File: src/rtl/instruction_sequencer.sv
// Instruction sequencer: stores a host-loaded program and issues one 16-bit word
// per clock to the cpu, inserting NOPs after operate/burst-read words.
module instruction_sequencer #(
  parameter int unsigned PROGRAM_DEPTH           = 256,
  parameter int unsigned ADDRESS_WIDTH           = 8,
  parameter int unsigned OPERATE_STALL_CYCLES    = 5,
  parameter int unsigned BURST_READ_STALL_CYCLES = 9,
  parameter int unsigned BURST_WRITE_DATA_WORDS  = 5
) (
  input  logic                     clock_in,
  input  logic                     reset_in,
  input  logic                     load_clear_in,
  input  logic                     load_enable_in,
  input  logic [15:0]              load_data_in,
  output logic                     load_ready_out,
  input  logic                     start_in,
  output logic [15:0]              current_instruction_out,
  output logic [ADDRESS_WIDTH-1:0] program_counter_out,
  output logic [ADDRESS_WIDTH:0]   program_length_out,
  output logic                     busy_out,
  output logic                     done_out
);

  localparam int unsigned WORD_W  = 16;
  localparam int unsigned LEN_W   = ADDRESS_WIDTH + 1;
  localparam int unsigned MAX_A   = (OPERATE_STALL_CYCLES > BURST_READ_STALL_CYCLES) ?
                                    OPERATE_STALL_CYCLES : BURST_READ_STALL_CYCLES;
  localparam int unsigned MAX_CNT = (MAX_A > BURST_WRITE_DATA_WORDS) ? MAX_A : BURST_WRITE_DATA_WORDS;
  localparam int unsigned CNT_W   = $clog2(MAX_CNT + 1);

  localparam logic [WORD_W-1:0] NOP_WORD   = '0;
  localparam logic [WORD_W-1:0] RESET_WORD = 16'h000C;
  localparam logic [LEN_W-1:0]  DEPTH_L    = LEN_W'(PROGRAM_DEPTH);
  localparam logic [CNT_W-1:0]  CNT_OP     = CNT_W'(OPERATE_STALL_CYCLES);
  localparam logic [CNT_W-1:0]  CNT_BR     = CNT_W'(BURST_READ_STALL_CYCLES);
  localparam logic [CNT_W-1:0]  CNT_BW     = CNT_W'(BURST_WRITE_DATA_WORDS);
  localparam logic [CNT_W-1:0]  CNT_ONE    = CNT_W'(1);

  typedef enum logic [1:0] {
    S_IDLE  = 2'd0,
    S_ISSUE = 2'd1,
    S_STALL = 2'd2,
    S_BURST = 2'd3
  } state_t;

  state_t            r_state;
  logic [LEN_W-1:0]  r_pc;
  logic [LEN_W-1:0]  r_wp;
  logic [CNT_W-1:0]  r_count;
  logic [WORD_W-1:0] r_out;
  logic              r_busy;
  logic              r_done;
  logic              r_done_pend;
  logic              r_load_ready;
  logic [WORD_W-1:0] r_mem [PROGRAM_DEPTH];

  state_t            w_state_next;
  logic [LEN_W-1:0]  w_pc_next;
  logic [LEN_W-1:0]  w_wp_next;
  logic [LEN_W-1:0]  w_wp_rst;
  logic [LEN_W-1:0]  w_pc_inc;
  logic [CNT_W-1:0]  w_count_next;
  logic [WORD_W-1:0] w_out_next;
  logic [WORD_W-1:0] w_rd_word;
  logic              w_done_next;
  logic              w_done_pend_next;
  logic              w_we;

  assign w_rd_word = r_mem[r_pc[ADDRESS_WIDTH-1:0]];
  assign w_pc_inc  = r_pc + LEN_W'(1);
  // A reset that interrupts a run keeps the loaded program; a reset seen in IDLE clears it.
  assign w_wp_rst  = (r_state == S_IDLE) ? '0 : r_wp;

  // Next-state, next-output and load control.
  always_comb begin
    w_state_next     = r_state;
    w_pc_next        = r_pc;
    w_wp_next        = r_wp;
    w_count_next     = r_count;
    w_out_next       = NOP_WORD;
    w_done_next      = 1'b0;
    w_done_pend_next = 1'b0;
    w_we             = 1'b0;
    case (r_state)
      S_IDLE: begin
        w_done_next = r_done_pend;
        if (start_in) begin
          w_pc_next = '0;
          if (r_wp == '0) w_done_next  = 1'b1;
          else            w_state_next = S_ISSUE;
        end else if (load_clear_in) begin
          w_wp_next = '0;
        end else if (load_enable_in && (r_wp < DEPTH_L)) begin
          w_we      = 1'b1;
          w_wp_next = r_wp + LEN_W'(1);
        end
      end
      S_ISSUE: begin
        w_out_next = w_rd_word;
        w_pc_next  = w_pc_inc;
        if (w_rd_word[1:0] == 2'b10) begin
          w_state_next = S_STALL;
          w_count_next = CNT_OP;
        end else if (w_rd_word[1:0] == 2'b11) begin
          w_state_next = w_rd_word[2] ? S_BURST : S_STALL;
          w_count_next = w_rd_word[2] ? CNT_BW : CNT_BR;
        end else if (w_pc_inc == r_wp) begin
          w_state_next     = S_IDLE;
          w_done_pend_next = 1'b1;
        end
      end
      S_STALL, S_BURST: begin
        // Burst data past the end of the program is replaced by zeros.
        if ((r_state == S_BURST) && (r_pc < r_wp)) begin
          w_out_next = w_rd_word;
          w_pc_next  = w_pc_inc;
        end
        w_count_next = r_count - CNT_ONE;
        if (r_count == CNT_ONE) begin
          if (w_pc_next < r_wp) begin
            w_state_next = S_ISSUE;
          end else begin
            w_state_next     = S_IDLE;
            w_done_pend_next = 1'b1;
          end
        end
      end
      default: w_state_next = S_IDLE;
    endcase
  end

  // State and output registers.
  always_ff @(posedge clock_in) begin
    if (reset_in) begin
      r_state      <= S_IDLE;
      r_pc         <= '0;
      r_wp         <= w_wp_rst;
      r_count      <= '0;
      r_out        <= RESET_WORD;
      r_busy       <= 1'b0;
      r_done       <= 1'b0;
      r_done_pend  <= 1'b0;
      r_load_ready <= (w_wp_rst < DEPTH_L);
    end else begin
      r_state      <= w_state_next;
      r_pc         <= w_pc_next;
      r_wp         <= w_wp_next;
      r_count      <= w_count_next;
      r_out        <= w_out_next;
      r_busy       <= (w_state_next != S_IDLE);
      r_done       <= w_done_next;
      r_done_pend  <= w_done_pend_next;
      r_load_ready <= (w_state_next == S_IDLE) && (w_wp_next < DEPTH_L);
    end
  end

  // Program memory, not cleared by reset.
  always_ff @(posedge clock_in) begin
    if (w_we && !reset_in) r_mem[r_wp[ADDRESS_WIDTH-1:0]] <= load_data_in;
  end

  assign current_instruction_out = r_out;
  assign program_counter_out     = r_pc[ADDRESS_WIDTH-1:0];
  assign program_length_out      = r_wp;
  assign busy_out                = r_busy;
  assign done_out                = r_done;
  assign load_ready_out          = r_load_ready;

endmodule
File: config.mk
export PLATFORM = sky130hd
export DESIGN_NAME = instruction_sequencer
export DESIGN_NICKNAME = d
export VERILOG_FILES = /design/src/rtl/instruction_sequencer.sv
export SDC_FILE = /design/constraint.sdc
export NUM_CORES = 2
export LEC_CHECK = 0
export CORE_ASPECT_RATIO = 0.75
export CORE_UTILIZATION = 40
export DETAILED_ROUTE_END_ITERATION = 7
export HOLD_SLACK_MARGIN = 0.15
export PLACE_DENSITY = 0.64
export SKIP_LAST_GASP = 1
export SYNTH_ARGS = -nofsm -noshare
export SYNTH_HDL_FRONTEND = slang
export SYNTH_SLANG_ARGS = --single-unit
File: constraint.sdc
create_clock -name clock_in -period 4.4 [get_ports clock_in]
set_clock_uncertainty 0.15 [all_clocks]
set_input_delay 0.88 -clock clock_in [delete_from_list [all_inputs] [get_ports clock_in]]
set_output_delay 0.88 -clock clock_in [all_outputs]
set_load 0.02 [all_outputs]
==> impl_metrics.yaml <==
pwr:
  power_density_nw_per_um2: 445
  p_leak_nw: 55.7
  ir_worst_vdd_uv: 384
cts:
  cts_tree: "done"
  hold_buffers: 0
  clockBufferDepth: 4
  path_clk_slew_ns: 0.06
  htreeDepth: 5
  clk_latency_ns: 0.95
  cts_inserted_buffers: 387
  clock-root-buffer: "clkbuf_16"
  cts.sinks: 4148
synth:
  synth.area.mux_share_pct: 18.5
  syn-mean-instance-area_um2: 24.0
  ys.flop_type: "edfxtp_1"
  yosysWarningCount: 0
  synth_fp_nets: 6685
  syn_inst: 6640
  synth_top_family_by_area: "multiplexers"
  synth_compound_area_share_pct: 0.727
  synth_xor_area_share_pct: 0.132
  ys_seq_elements: 4148
  syn-cell-area_um2: 160000
  ys_async_sr_fraction_pct: 0
  yosysSeqAreaShare_pct: 77.8
  synth_enable_flop_cells: 4104
  synth_fa_ha_area_share_pct: 0.188
  yosys.cell_types.count: 66
  synth-simple-area-share_pct: 1.54
finish:
  drive_above_1_share_pct: 34.5
  fill_cells: 31800
  area_growth_pct: 16.3
  fin_util_pct: 46.9
  final_area_um2: 186000
  finalNetCount: 7392
global_routing:
  grt_max_degree: 146
  antenna_found_initial: 30
  grt_pass1_wl_mm: 595
  grt_use_total_pct: 20.8
  overflow: 0
  grt_pass1_vias: 75800
floorplan:
  die_x_um: 731
  start_util_pct: 40.3
  core_area_um2: 396000
  die_h_um: 549
  rows: 200
  ios: 57
  die_area_um2: 402000
sta:
  slew_viol_final: 0
  rsz0062_at_grt: "yes"
  period_share_pct: 97.8
  setup_slack_ns: 0.0972
  setup_viol: 0
  fmax_ghz: 0.232
  relSlewSlack_pct: 14.1
  tightest_slew_ns: 1.29
  min_period_ns: 4.30
  hold_violations: 0
  hold_slack_ns: 0.294
place:
  numPortBuffers: 56
  pre_cts_ws_ns: -0.138
  placed_cell_area_um2: 173000
  gp_congestion: 0.912
  hpwl_mm: 261
setup_path:
  cp-start-kind: "flip-flop"
  cp_cell_sequence: "inv_1 -> ha_1 -> a21o_1 -> a21o_1 -> a211oi_2 -> and2_4 -> nand2_1 -> xnor2_1 -> ha_1 -> a21o_1 -> a21o_1 -> a211oi_2 -> o21ai_1 -> a21oi_1 -> or3b_2 -> a31o_2 -> a41oi_2 -> a211oi_1"
  critPathTopFamily: "compound AO/OA/AOI/OAI gates"
  critical_path.max_stage_delay_ns: 0.48
  crit_required_ns: 5.05
  critical_path_class: "flip-flop to flip-flop"
  worst-path-buf-inv: 1
  crit_fanout: 4
  crit_path_end_kind: "flip-flop"
  rrSetupSlack_ns: 0.1
  crit_arrival_ns: 4.95
  cp_common_cell: "a21o_1"
  cpMaxStageDelayCell: "or3b_2"
routing:
  drt_iter0_markers: 11000
  vias_per_cell: 5.93
  vias: 76700
  routed_wl_mm: 425
  remaining_drc_errors: 0
  detail-route-antenna-nets: 0
  wl_per_cell_um: 32.8
  firstDrtPassIters: 6
run:
  maxCapViolations: 0
hold_path:
  hp-class: "input pin to flip-flop"
outcome:
  status: "complete, no violations"
## report_power, final
| part | internal [mW] | switching (mW) | total [mW] | leakage (nW) |
|---|---|---|---|---|
| sequential | 43.4 | 0.0616 | 43.5 | 37.2 |
| clock | 18.4 | 14.7 | 33.0 | 6.01 |
| combinational | 2.72 | 3.35 | 6.07 | 12.4 |
| total | 64.5 | 18.1 | 82.6 | 55.7 |
## routing by layer
metal  GRT usage [%]  wire length (µm)  vias up
li1                -                 -    30000
met1            30.4            174000    41900
met2            31.1            191000     4106
met3            5.39             47200      610
met4            5.69             12700       14
met5               0                88        -
## worst reg2reg max path, stage by stage, from the launching register on
cell and delay (ns):
edfxtp_1 0.39, inv_1 0.10, ha_1 0.26, a21o_1 0.17, a21o_1 0.18, a211oi_2 0.25, and2_4 0.22, nand2_1 0.07
xnor2_1 0.14, ha_1 0.31, a21o_1 0.18, a21o_1 0.19, a211oi_2 0.24, o21ai_1 0.11, a21oi_1 0.19, or3b_2 0.48
a31o_2 0.22, a41oi_2 0.21, a211oi_1 0.07
## layout make-up
cell class | count | area, µm² | area share (%)
repair buffers | 702 | 8640 | 4.65
inverters | 17 | 63.8 | 0.0344
well taps | 5252 | 6570 | 3.54
multi-input cells | 2091 | 34000 | 18.3
diodes | 12 | 30.0 | 0.0162
clock inverters | 229 | 2080 | 1.12
flip-flops and latches | 4148 | 124000 | 66.8
clock buffers | 476 | 10200 | 5.51
## registers in the layout, summed over array words and instances (netlist names), named ones only
signal                   count
program_length_out           9
done_out                     1
r_state                      2
busy_out                     1
r_done_pend                  1
current_instruction_out     16
r_pc                         9
r_mem                     4096
r_count                      4
load_ready_out               1
## cell usage in the layout (no fill, tap or decap), types with 10 or more instances in the layout
cell / instances
nand2_1: 74
nor2_1: 200
dfxtp_1: 37
nand4_1: 12
clkbuf_1: 75
clkinv_1: 78
clkinv_2: 81
clkbuf_16: 394
a21oi_1: 22
a22o_1: 11
clkbuf_8: 23
buf_4: 393
xnor2_1: 21
nor3_1: 13
bufinv_16: 30
and3_1: 22
diode_2: 12
mux4_2: 1285
inv_1: 16
nor4_1: 10
nor2_2: 100
clkdlybuf4s50_1: 40
nand3_1: 26
edfxtp_1: 4104
ha_1: 24
o22ai_1: 11
clkinvlp_4: 19
o21ai_0: 24
nor2b_1: 25
nand2b_1: 11
mux2i_1: 39
a211oi_1: 12
buf_12: 253
mux2_2: 15
a22oi_1: 24
## logic make-up (layout without fill, tap and decap cells)
| group | Yosys count | count (layout) |
|---|---|---|
| flops | 4148 | 4148 |
| mux | 1339 | 1339 |
| simple gates | 540 | 540 |
| buf+inv | 401 | 1424 |
| compound gates | 164 | 164 |
| fa+ha+maj | 24 | 24 |
| xor+xnor | 24 | 24 |
| other cells | 0 | 12 |
## synthesized netlist by cell type (all sizes together), types with 7 or more instances
master	instances	area, µm²
a21o	7	52.6
nand3	28	140
o22ai	11	68.8
nand2b	11	68.8
inv	16	60.1
clkbuf	156	586
nor2b	25	156
a22oi	24	180
a22o	11	96.3
nand4	12	75.1
mux2	15	169
dfxtp	44	881
o21ai	26	130
nor4	12	75.1
and3	22	138
nor2	300	1130
buf	228	1240
edfxtp	4104	123000
ha	24	300
a2111oi	7	61.3
and2	7	43.8
a311oi	7	61.3
mux4	1285	28900
nand2	81	304
a211oi	14	105
a21oi	22	110
mux2i	39	390
nor3	13	65.1
xnor2	21	184
## per-stage QoR
step | instances | setup TNS [ns] | total power, mW
after CTS | 12900 | 0 | 83.1
after global placement | 12200 | -0.348 | 50.3
after floorplan | 6640 | 0 | 47.7
after global routing | 12900 | -0.0240 | 84.8
after detailed placement | 12200 | -0.279 | 50.4
final | 12900 | 0 | 82.6
## repair_timing
item                                    in CTS  in global routing
endpoints found under the setup margin       4                  6
setup buffers                                0                  3
gates resized for setup                      2                  5
pin swaps                                    0                  3
## final timing paths
path	startpoint	to	cells after the start
max	program_length_out[6]	load_ready_out	18
min	load_data_in[4]	r_mem[226][4]	1
max reg2reg	program_length_out[6]	load_ready_out	18
min reg2reg	r_count[1]	r_count[1]	2
Note: power is estimated with default switching activity, not from simulation.
